### src/rtl/mips_lsu_pkg.sv
// mips_lsu_pkg: shared constants for the MIPS load/store unit.
//   - LSU_DW         : datapath/memory word width (fixed at 32)
//   - lsu_size_e     : request size encoding (byte/half/word/reserved)
//   - ST_*           : FSM state encoding used by mips_lsu
//   - lsu_req_err()  : decides whether a request is rejected without a memory access
package mips_lsu_pkg;

  localparam int unsigned LSU_DW = 32;

  typedef enum logic [1:0] {
    SZ_BYTE = 2'b00,
    SZ_HALF = 2'b01,
    SZ_WORD = 2'b10,
    SZ_RSVD = 2'b11
  } lsu_size_e;

  localparam logic [1:0] ST_IDLE  = 2'd0;
  localparam logic [1:0] ST_READ  = 2'd1;
  localparam logic [1:0] ST_WRITE = 2'd2;
  localparam logic [1:0] ST_RESP  = 2'd3;

  // A request errors on a reserved size, natural misalignment, or a word index past the memory.
  function automatic logic lsu_req_err(input logic [1:0] size, input logic [31:0] addr,
                                       input int unsigned depth);
    logic bad_align;
    logic bad_range;
    case (size)
      SZ_HALF: bad_align = addr[0];
      SZ_WORD: bad_align = |addr[1:0];
      SZ_RSVD: bad_align = 1'b1;
      default: bad_align = 1'b0;
    endcase
    bad_range = ({2'b00, addr[31:2]} >= depth);
    return bad_align | bad_range;
  endfunction

endpackage

### src/rtl/mips_lsu_if.sv
// mips_lsu_if: request/response handshake plus word-addressed memory port of the LSU.
//   req_*  : datapath -> LSU request (valid/ready)
//   resp_* : LSU -> datapath response (valid/ready)
//   mem_*  : LSU <-> data memory; mem_rd is combinational in mem_addr
// Modports: slave = the LSU itself, master = its environment (datapath + memory).
interface mips_lsu_if;
  import mips_lsu_pkg::*;

  logic              req_valid;
  logic              req_ready;
  logic              req_we;
  logic [1:0]        req_size;
  logic              req_unsigned;
  logic [31:0]       req_addr;
  logic [LSU_DW-1:0] req_wdata;

  logic              resp_valid;
  logic              resp_ready;
  logic [LSU_DW-1:0] resp_rdata;
  logic              resp_err;

  logic [31:0]       mem_addr;
  logic              mem_we;
  logic [LSU_DW-1:0] mem_wd;
  logic [LSU_DW-1:0] mem_rd;

  modport slave (
    input  req_valid, req_we, req_size, req_unsigned, req_addr, req_wdata,
    output req_ready,
    output resp_valid, resp_rdata, resp_err,
    input  resp_ready,
    output mem_addr, mem_we, mem_wd,
    input  mem_rd
  );

  modport master (
    output req_valid, req_we, req_size, req_unsigned, req_addr, req_wdata,
    input  req_ready,
    input  resp_valid, resp_rdata, resp_err,
    output resp_ready,
    input  mem_addr, mem_we, mem_wd,
    output mem_rd
  );

endinterface

### src/rtl/mips_lsu_align.sv
// mips_lsu_align: combinational little-endian lane logic for the LSU.
//   word_i     : word read from memory
//   off_i      : byte offset within the word (addr[1:0])
//   size_i     : access size (lsu_size_e encoding)
//   unsigned_i : 1 = zero-extend loads, 0 = sign-extend
//   wdata_i    : right-aligned store data
//   load_o     : extracted and extended load data
//   merge_o    : word_i with the store lane(s) replaced by wdata_i
module mips_lsu_align
  import mips_lsu_pkg::*;
#(
  parameter int unsigned DATA_W = 32
) (
  input  logic [DATA_W-1:0] word_i,
  input  logic [1:0]        off_i,
  input  logic [1:0]        size_i,
  input  logic              unsigned_i,
  input  logic [DATA_W-1:0] wdata_i,
  output logic [DATA_W-1:0] load_o,
  output logic [DATA_W-1:0] merge_o
);

  logic [7:0]  byte_v;
  logic [15:0] half_v;
  logic        byte_sign;
  logic        half_sign;

  always_comb begin
    byte_v    = word_i[{off_i, 3'b000} +: 8];
    half_v    = word_i[{off_i[1], 4'b0000} +: 16];
    byte_sign = ~unsigned_i & byte_v[7];
    half_sign = ~unsigned_i & half_v[15];

    case (size_i)
      SZ_BYTE: load_o = {{(DATA_W - 8){byte_sign}}, byte_v};
      SZ_HALF: load_o = {{(DATA_W - 16){half_sign}}, half_v};
      default: load_o = word_i;
    endcase

    merge_o = word_i;
    case (size_i)
      SZ_BYTE: merge_o[{off_i, 3'b000} +: 8]     = wdata_i[7:0];
      SZ_HALF: merge_o[{off_i[1], 4'b0000} +: 16] = wdata_i[15:0];
      default: merge_o = wdata_i;
    endcase
  end

endmodule

### src/rtl/mips_lsu.sv
// mips_lsu: load/store unit between the MIPS datapath and a word-addressed data memory.
//   clk : clock, all state on the rising edge
//   rst : synchronous active-high reset
//   bus : mips_lsu_if.slave (request/response handshake + memory port)
// Loads read one word and extend the selected lane. Word stores write directly; byte/half
// stores read the word, merge the new lane and write it back. Erroring requests go straight
// to the response state without touching memory.
module mips_lsu
  import mips_lsu_pkg::*;
#(
  parameter int unsigned DEPTH  = 256,
  parameter int unsigned DATA_W = 32
) (
  input logic       clk,
  input logic       rst,
  mips_lsu_if.slave bus
);

  logic [1:0]        state_q, state_d;
  logic              we_q, we_d;
  logic [1:0]        size_q, size_d;
  logic              uns_q, uns_d;
  logic [31:0]       addr_q, addr_d;
  logic [DATA_W-1:0] wdata_q, wdata_d;
  logic [DATA_W-1:0] rdata_q, rdata_d;
  logic              err_q, err_d;

  logic [DATA_W-1:0] load_data;
  logic [DATA_W-1:0] merge_data;

  mips_lsu_align #(
    .DATA_W(DATA_W)
  ) u_align (
    .word_i    (bus.mem_rd),
    .off_i     (addr_q[1:0]),
    .size_i    (size_q),
    .unsigned_i(uns_q),
    .wdata_i   (wdata_q),
    .load_o    (load_data),
    .merge_o   (merge_data)
  );

  always_comb begin
    state_d = state_q;
    we_d    = we_q;
    size_d  = size_q;
    uns_d   = uns_q;
    addr_d  = addr_q;
    wdata_d = wdata_q;
    rdata_d = rdata_q;
    err_d   = err_q;

    case (state_q)
      ST_IDLE: begin
        if (bus.req_valid) begin
          we_d    = bus.req_we;
          size_d  = bus.req_size;
          uns_d   = bus.req_unsigned;
          addr_d  = bus.req_addr;
          wdata_d = bus.req_wdata;
          rdata_d = '0;
          err_d   = lsu_req_err(bus.req_size, bus.req_addr, DEPTH);
          if (err_d) begin
            state_d = ST_RESP;
          end else if (!bus.req_we) begin
            state_d = ST_READ;
          end else if (bus.req_size == SZ_WORD) begin
            state_d = ST_WRITE;
          end else begin
            // Sub-word store: fetch the word first so the other lanes survive.
            state_d = ST_READ;
          end
        end
      end
      ST_READ: begin
        if (we_q) begin
          wdata_d = merge_data;
          state_d = ST_WRITE;
        end else begin
          rdata_d = load_data;
          state_d = ST_RESP;
        end
      end
      ST_WRITE: begin
        state_d = ST_RESP;
      end
      ST_RESP: begin
        if (bus.resp_ready) begin
          state_d = ST_IDLE;
        end
      end
      default: begin
        state_d = ST_IDLE;
      end
    endcase
  end

  always_ff @(posedge clk) begin
    if (rst) begin
      state_q <= ST_IDLE;
      we_q    <= 1'b0;
      size_q  <= SZ_BYTE;
      uns_q   <= 1'b0;
      addr_q  <= '0;
      wdata_q <= '0;
      rdata_q <= '0;
      err_q   <= 1'b0;
    end else begin
      state_q <= state_d;
      we_q    <= we_d;
      size_q  <= size_d;
      uns_q   <= uns_d;
      addr_q  <= addr_d;
      wdata_q <= wdata_d;
      rdata_q <= rdata_d;
      err_q   <= err_d;
    end
  end

  // rst gates the handshake and the write strobe so a reset edge that lands on WRITE
  // cannot commit the write or hand out a response.
  assign bus.req_ready  = (state_q == ST_IDLE) & ~rst;
  assign bus.resp_valid = (state_q == ST_RESP) & ~rst;
  assign bus.resp_rdata = (state_q == ST_RESP) ? rdata_q : '0;
  assign bus.resp_err   = (state_q == ST_RESP) & err_q;
  assign bus.mem_addr   = ((state_q == ST_READ) || (state_q == ST_WRITE)) ?
                          {2'b00, addr_q[31:2]} : '0;
  assign bus.mem_we     = (state_q == ST_WRITE) & ~rst;
  assign bus.mem_wd     = (state_q == ST_WRITE) ? wdata_q : '0;

endmodule

### src/flat_wrapper.sv
// flat-port wrapper written by rule: the top's interface ports become plain ports
module mips_lsu_flat import mips_lsu_pkg::*;
#(
  parameter int unsigned DEPTH  = 256,
  parameter int unsigned DATA_W = 32
)
  (clk, rst, bus_req_valid, bus_req_we, bus_req_size, bus_req_unsigned, bus_req_addr, bus_req_wdata, bus_req_ready, bus_resp_valid, bus_resp_rdata, bus_resp_err, bus_resp_ready, bus_mem_addr, bus_mem_we, bus_mem_wd, bus_mem_rd);
  mips_lsu_if bus_i ();
  input logic clk;
  input logic rst;
  input wire logic [$bits(bus_i.req_valid)-1:0] bus_req_valid;
  input wire logic [$bits(bus_i.req_we)-1:0] bus_req_we;
  input wire logic [$bits(bus_i.req_size)-1:0] bus_req_size;
  input wire logic [$bits(bus_i.req_unsigned)-1:0] bus_req_unsigned;
  input wire logic [$bits(bus_i.req_addr)-1:0] bus_req_addr;
  input wire logic [$bits(bus_i.req_wdata)-1:0] bus_req_wdata;
  output wire logic [$bits(bus_i.req_ready)-1:0] bus_req_ready;
  output wire logic [$bits(bus_i.resp_valid)-1:0] bus_resp_valid;
  output wire logic [$bits(bus_i.resp_rdata)-1:0] bus_resp_rdata;
  output wire logic [$bits(bus_i.resp_err)-1:0] bus_resp_err;
  input wire logic [$bits(bus_i.resp_ready)-1:0] bus_resp_ready;
  output wire logic [$bits(bus_i.mem_addr)-1:0] bus_mem_addr;
  output wire logic [$bits(bus_i.mem_we)-1:0] bus_mem_we;
  output wire logic [$bits(bus_i.mem_wd)-1:0] bus_mem_wd;
  input wire logic [$bits(bus_i.mem_rd)-1:0] bus_mem_rd;
  assign bus_i.req_valid = bus_req_valid;
  assign bus_i.req_we = bus_req_we;
  assign bus_i.req_size = bus_req_size;
  assign bus_i.req_unsigned = bus_req_unsigned;
  assign bus_i.req_addr = bus_req_addr;
  assign bus_i.req_wdata = bus_req_wdata;
  assign bus_req_ready = bus_i.req_ready;
  assign bus_resp_valid = bus_i.resp_valid;
  assign bus_resp_rdata = bus_i.resp_rdata;
  assign bus_resp_err = bus_i.resp_err;
  assign bus_i.resp_ready = bus_resp_ready;
  assign bus_mem_addr = bus_i.mem_addr;
  assign bus_mem_we = bus_i.mem_we;
  assign bus_mem_wd = bus_i.mem_wd;
  assign bus_i.mem_rd = bus_mem_rd;
  mips_lsu #(.DEPTH(DEPTH), .DATA_W(DATA_W)) u_core (.clk(clk), .rst(rst), .bus(bus_i));
endmodule
### config.mk
export PLATFORM = sky130hd
export DESIGN_NAME = mips_lsu_flat
export DESIGN_NICKNAME = d
export VERILOG_FILES = /design/src/rtl/mips_lsu_pkg.sv /design/src/rtl/mips_lsu_if.sv /design/src/rtl/mips_lsu_align.sv /design/src/rtl/mips_lsu.sv /design/src/flat_wrapper.sv
export SDC_FILE = /design/constraint.sdc
export NUM_CORES = 1
export LEC_CHECK = 0
export BUFFER_PORTS_ARGS = -buffer_cell sky130_fd_sc_hd__buf_2
export CORE_ASPECT_RATIO = 1.1
export CORE_MARGIN = 5
export CORE_UTILIZATION = 55
export DETAILED_ROUTE_END_ITERATION = 10
export GPL_TIMING_DRIVEN = 0
export PLACE_DENSITY_LB_ADDON = 0.1
export SYNTH_ARGS = -nofsm -noshare
export SYNTH_HDL_FRONTEND = slang
export SYNTH_SLANG_ARGS = --single-unit
### constraint.sdc
create_clock -name clk -period 3.6 [get_ports clk]
set_clock_uncertainty 0.05 [all_clocks]
set_input_delay 0.18 -clock clk [delete_from_list [all_inputs] [get_ports clk]]
set_output_delay 0.18 -clock clk [all_outputs]
set_load 0.03 [all_outputs]
==> out/qor.tcl <==
set qor(status) {completed}
set qor(ys_ff_latch) 103
set qor(largest_net_degree_at_the_start_of_global_routing) 19
set qor(worst_hold_path.endpoint) {u_core.addr_q[3]$_SDFFE_PP0P_}
set qor(pwr-share-seq_pct) 31.6
set qor(grt_setup_unrepaired) {no}
set qor(globalRouteOverflowTotal) 0
set qor(yosysUniqueCellTypes) 71
set qor(synth_mux_area_share_pct) 3.69
set qor(cp.required_ns) 3.81
set qor(layout-drive-gt1-share_pct) 27.3
set qor(max_stage_delay_ns) 0.50
set qor(path_clk_slew_ns) 0.08
set qor(relSlewSlack_pct) 51.8
set qor(worstPathMaxFanout) 12
set qor(reg2regPathDepth) 9
set qor(mapped_avg_cell_area_um2) 7.94
set qor(global_route.usage.met1_pct) 37.8
set qor(drc_violations_left) 0
set qor(synth_top_area_cell) {sky130_fd_sc_hd__dfxtp_1}
set qor(final-seq-area_um2) 2060
set qor(grt_first_pass_wirelength_um) 31700
set qor(fin_cells) 1143
set qor(cts_buffer_depth) 2
set qor(final_max_slew_viol_count) 0
set qor(grt.met3_usage_pct) 6.03
set qor(diodes_inserted) 0
set qor(worst_hold_path_type) {in2reg}
set qor(post_layout_net_count) 1104
set qor(busiest_layer) {met2}
set qor(layout_filler_cell_count) 974
set qor(worst_ir_drop_on_vdd_mv) 0.378
set qor(seq_area_frac_synth_pct) 33.4
set qor(route.detailed.vias_per_inst) 5.74
set qor(gr-usage-met2_pct) 47.9
set qor(dominant_cells_by_area_after_synthesis) {sky130_fd_sc_hd__dfxtp_1, sky130_fd_sc_hd__and2_1, sky130_fd_sc_hd__nand2_1}
set qor(yosys.area_share.simple_pct) 31.6
set qor(synth_async_sr_flop_share_pct) 0
set qor(timing.rr.start) {u_core.addr_q[1]$_SDFFE_PP0P_}
set qor(clk_root_buffer_cell) {sky130_fd_sc_hd__clkbuf_16}
set qor(route.detailed.wl_per_inst_um) 17.6
set qor(start_util_pct) 56.4
set qor(dieWidth_um) 111
set qor(area_of_the_multi_input_gates_um2) 3790
set qor(core_area_um2) 11000
set qor(combinational_family_with_the_most_area_after_synthesis) {simple AND/OR/NAND/NOR gates}
set qor(timing.final.setup_violations) 0
set qor(buffers_inserted_during_post_cts_setup_optimization) 0
set qor(io_pins) 204
set qor(endpoint_of_the_worst_register_to_register_path) {u_core.wdata_q[31]$_SDFFE_PP0P_}
set qor(numPortBuffers) 201
set qor(power.share.switching_pct) 45.1
set qor(synth-compound-area-share_pct) 24.1
set qor(global_route.usage.total_pct) 29.1
set qor(final_core_utilization_pct) 70.1
set qor(worstPathArrival_ns) 3.15
set qor(post_synth_fa_ha_maj_area_fraction_pct) 1.82
set qor(setup.reg_to_reg.worst_slack_ns) 0.67
set qor(critPathCaptureType) {flip-flop}
set qor(worst_hold_path.num_cells) 3
set qor(post_cts_resize_count) 0
set qor(dpl.hpwl_um) 15700
set qor(worstSkewPairLatency_ns) 0.35
set qor(postRouteAntennaNets) 0
set qor(grt_antenna_before_repair) 0
set qor(synth_area_um2) 6180
set qor(total_count_of_hold_check_failures_in_the_final_report) 0
set qor(tritoncts) {done}
set qor(ys_warn_count) 0
set qor(period_share_pct) 81.5
set qor(die_height_um) 121
set qor(power_per_cell_area_nw_per_um2) 693
set qor(gpl.final_weighted_congestion) 0.956
set qor(vias_in_the_first_global_route) 6186
set qor(clock.fmax_mhz) 341
set qor(number_of_synthesized_flops_with_an_enable_pin) 0
set qor(power_uw) 5320
set qor(yosys.area_share.xor_xnor_pct) 0
set qor(min_period_ns) 2.93
set qor(fp-row-count) 40
set qor(first_iteration_detailed_routing_drc_count) 472
set qor(numPlacedInstances) 1127
set qor(pwr-share-clk_pct) 19.4
set qor(share_comb_of_total_power_pct) 48.9
set qor(p_int_uw) 2920
set qor(tritoncts.num_buffers) 9
set qor(drtPass1Iterations) 5
set qor(hold_path_startpoint) {bus_req_addr[3]}
set qor(top_cell_type_s_share_of_synthesized_area_pct) 33.4
set qor(synthFlopType) {sky130_fd_sc_hd__dfxtp_1}
set qor(worst_slew_pin_slew_ns) 0.723
set qor(switchingPower_uw) 2400
set qor(maxCapViolCount) 0
set qor(critPathLaunchType) {flip-flop}
set qor(htreeDepth) 3
set qor(cts_hold_buffers) 0
set qor(fin_tns_setup_ns) 0
set qor(synth_cells) 778
set qor(crit_chain) {buf_6 > inv_1 > clkbuf_1 > ha_1 > nor4bb_1 > buf_2 > a221oi_1 > a211o_1 > a211oi_1}
set qor(die-area_um2) 13500
set qor(detailroute.via_count) 6557
set qor(clock-sinks) 103
set qor(crit_slowest_cell) {sky130_fd_sc_hd__clkbuf_1}
set qor(setup.worst_path.class) {reg2reg}
set qor(drt-total-wl_um) 20100
set qor(critPathLaunch) {u_core.addr_q[1]$_SDFFE_PP0P_}
set qor(power_leakage_uw) 0.00339
set qor(area_growth_pct) 24.4
==> cell type report <==
| cell class | count | share of cell area [%] |
|---|---|---|
| Buffer | 60 | 3.73 |
| Clock buffer | 10 | 3.11 |
| Clock inverter | 6 | 0.945 |
| Inverter | 12 | 0.586 |
| Multi-Input combinational cell | 604 | 49.3 |
| Sequential cell | 103 | 26.8 |
| Tap cell | 147 | 2.39 |
| Timing Repair Buffer | 201 | 13.1 |
==> cells in the mapped netlist, types with 3 or more instances <==
| library cell | instances |
|---|---|
| sky130_fd_sc_hd__inv_1 | 11 |
| sky130_fd_sc_hd__nor3_1 | 21 |
| sky130_fd_sc_hd__a21oi_1 | 72 |
| sky130_fd_sc_hd__dfxtp_1 | 103 |
| sky130_fd_sc_hd__clkbuf_1 | 35 |
| sky130_fd_sc_hd__or3_1 | 6 |
| sky130_fd_sc_hd__o311a_1 | 6 |
| sky130_fd_sc_hd__buf_6 | 3 |
| sky130_fd_sc_hd__mux2i_1 | 18 |
| sky130_fd_sc_hd__buf_2 | 12 |
| sky130_fd_sc_hd__o311ai_1 | 7 |
| sky130_fd_sc_hd__o41ai_1 | 8 |
| sky130_fd_sc_hd__a211oi_1 | 10 |
| sky130_fd_sc_hd__a2111oi_2 | 8 |
| sky130_fd_sc_hd__buf_1 | 3 |
| sky130_fd_sc_hd__nor2_1 | 64 |
| sky130_fd_sc_hd__o21ai_1 | 8 |
| sky130_fd_sc_hd__buf_4 | 6 |
| sky130_fd_sc_hd__and2_1 | 96 |
| sky130_fd_sc_hd__nor4_1 | 7 |
| sky130_fd_sc_hd__nor4_2 | 5 |
| sky130_fd_sc_hd__a221oi_1 | 17 |
| sky130_fd_sc_hd__nand2b_1 | 14 |
| sky130_fd_sc_hd__ha_1 | 9 |
| sky130_fd_sc_hd__nand2_1 | 119 |
| sky130_fd_sc_hd__nor2b_1 | 5 |
| sky130_fd_sc_hd__and3b_1 | 7 |
| sky130_fd_sc_hd__o21ai_0 | 22 |
| sky130_fd_sc_hd__a211o_1 | 13 |
| sky130_fd_sc_hd__a22oi_1 | 8 |
| sky130_fd_sc_hd__nand3b_1 | 8 |
==> layout by cell type, fill, tap and decap left out, types with 5 or more instances in the layout <==
cell and count:
sky130_fd_sc_hd__buf_2 213, sky130_fd_sc_hd__nand2_1 119, sky130_fd_sc_hd__dfxtp_1 103, sky130_fd_sc_hd__and2_1 96, sky130_fd_sc_hd__a21oi_1 72, sky130_fd_sc_hd__nor2_1 64
sky130_fd_sc_hd__clkbuf_1 35, sky130_fd_sc_hd__o21ai_0 22, sky130_fd_sc_hd__nor3_1 21, sky130_fd_sc_hd__mux2i_1 18, sky130_fd_sc_hd__a221oi_1 17, sky130_fd_sc_hd__nand2b_1 14
sky130_fd_sc_hd__a211o_1 13, sky130_fd_sc_hd__inv_1 11, sky130_fd_sc_hd__a211oi_1 10, sky130_fd_sc_hd__ha_1 9, sky130_fd_sc_hd__clkbuf_16 9, sky130_fd_sc_hd__o21ai_1 8
sky130_fd_sc_hd__nand3b_1 8, sky130_fd_sc_hd__o41ai_1 8, sky130_fd_sc_hd__a22oi_1 8, sky130_fd_sc_hd__a2111oi_2 8, sky130_fd_sc_hd__and3b_1 7, sky130_fd_sc_hd__nor4_1 7
sky130_fd_sc_hd__o311ai_1 7, sky130_fd_sc_hd__buf_4 6, sky130_fd_sc_hd__or3_1 6, sky130_fd_sc_hd__o311a_1 6, sky130_fd_sc_hd__nor2b_1 5, sky130_fd_sc_hd__nor4_2 5
==> worst max-delay path: cells and delay by family (launching register included) <==
family,cells,cell delay [ns]
compound gates,3,0.61
flops,1,0.37
simple gates,1,0.34
fa+ha+maj,1,0.37
buf+inv,4,1.10
==> worst max-delay path by stage <==
stage	endpoint	cells after the start
finish	u_core.wdata_q[31]$_SDFFE_PP0P_	9
global route	u_core.wdata_q[26]$_SDFFE_PP0P_	9
CTS	u_core.wdata_q[26]$_SDFFE_PP0P_	9
detailed placement	u_core.wdata_q[25]$_SDFFE_PP0P_	9
global placement	u_core.wdata_q[25]$_SDFFE_PP0P_	9
floorplan	u_core.wdata_q[24]$_SDFFE_PP0P_	9
==> sequential cells by signal, summed over array words and instances, names as in the netlist <==
signal and count:
u_core.state_q 2, u_core.uns_q 1, u_core.wdata_q 32, u_core.size_q 2
u_core.err_q 1, u_core.we_q 1, u_core.rdata_q 32, u_core.addr_q 32
==> layer usage <==
| layer | wire, um | share of wire (%) |
|---|---|---|
| met5 | 0 | 0 |
| met4 | 616 | 3.1 |
| met3 | 1890 | 9.4 |
| met2 | 9310 | 46 |
| met1 | 8290 | 41 |
==> power by group through the flow <==
stage / clock network [uW] / logic, uW / registers, uW
2_1_floorplan: 0 / 1920 / 1620
3_3_place_gp: 0 / 2550 / 1690
3_5_place_dp: 0 / 2580 / 1700
4_1_cts: 1030 / 2590 / 1680
5_1_grt: 1080 / 2860 / 1720
6_report: 1030 / 2600 / 1680
==> cell families (layout without fill, tap and decap cells) <==
logic type      Yosys count  in the layout
compound gates          204            204
fa+ha+maj                 9              9
buf+inv                  72            289
flops                   103            103
mux                      21             21
other cells               1              2
simple gates            368            368
==> metrics by stage <==
step | cell area [um2] | hold slack (ns) | setup slack, ns
after global placement | 7370 | 0.366 | 0.772
after floorplan | 6180 | 0.266 | 1.29
final | 7680 | 0.00748 | 0.665
after CTS | 7680 | 0.00552 | 0.753
after detailed placement | 7370 | 0.375 | 0.784
after global routing | 7680 | 0.0199 | 0.459
Power figures use the tool's default switching activity.
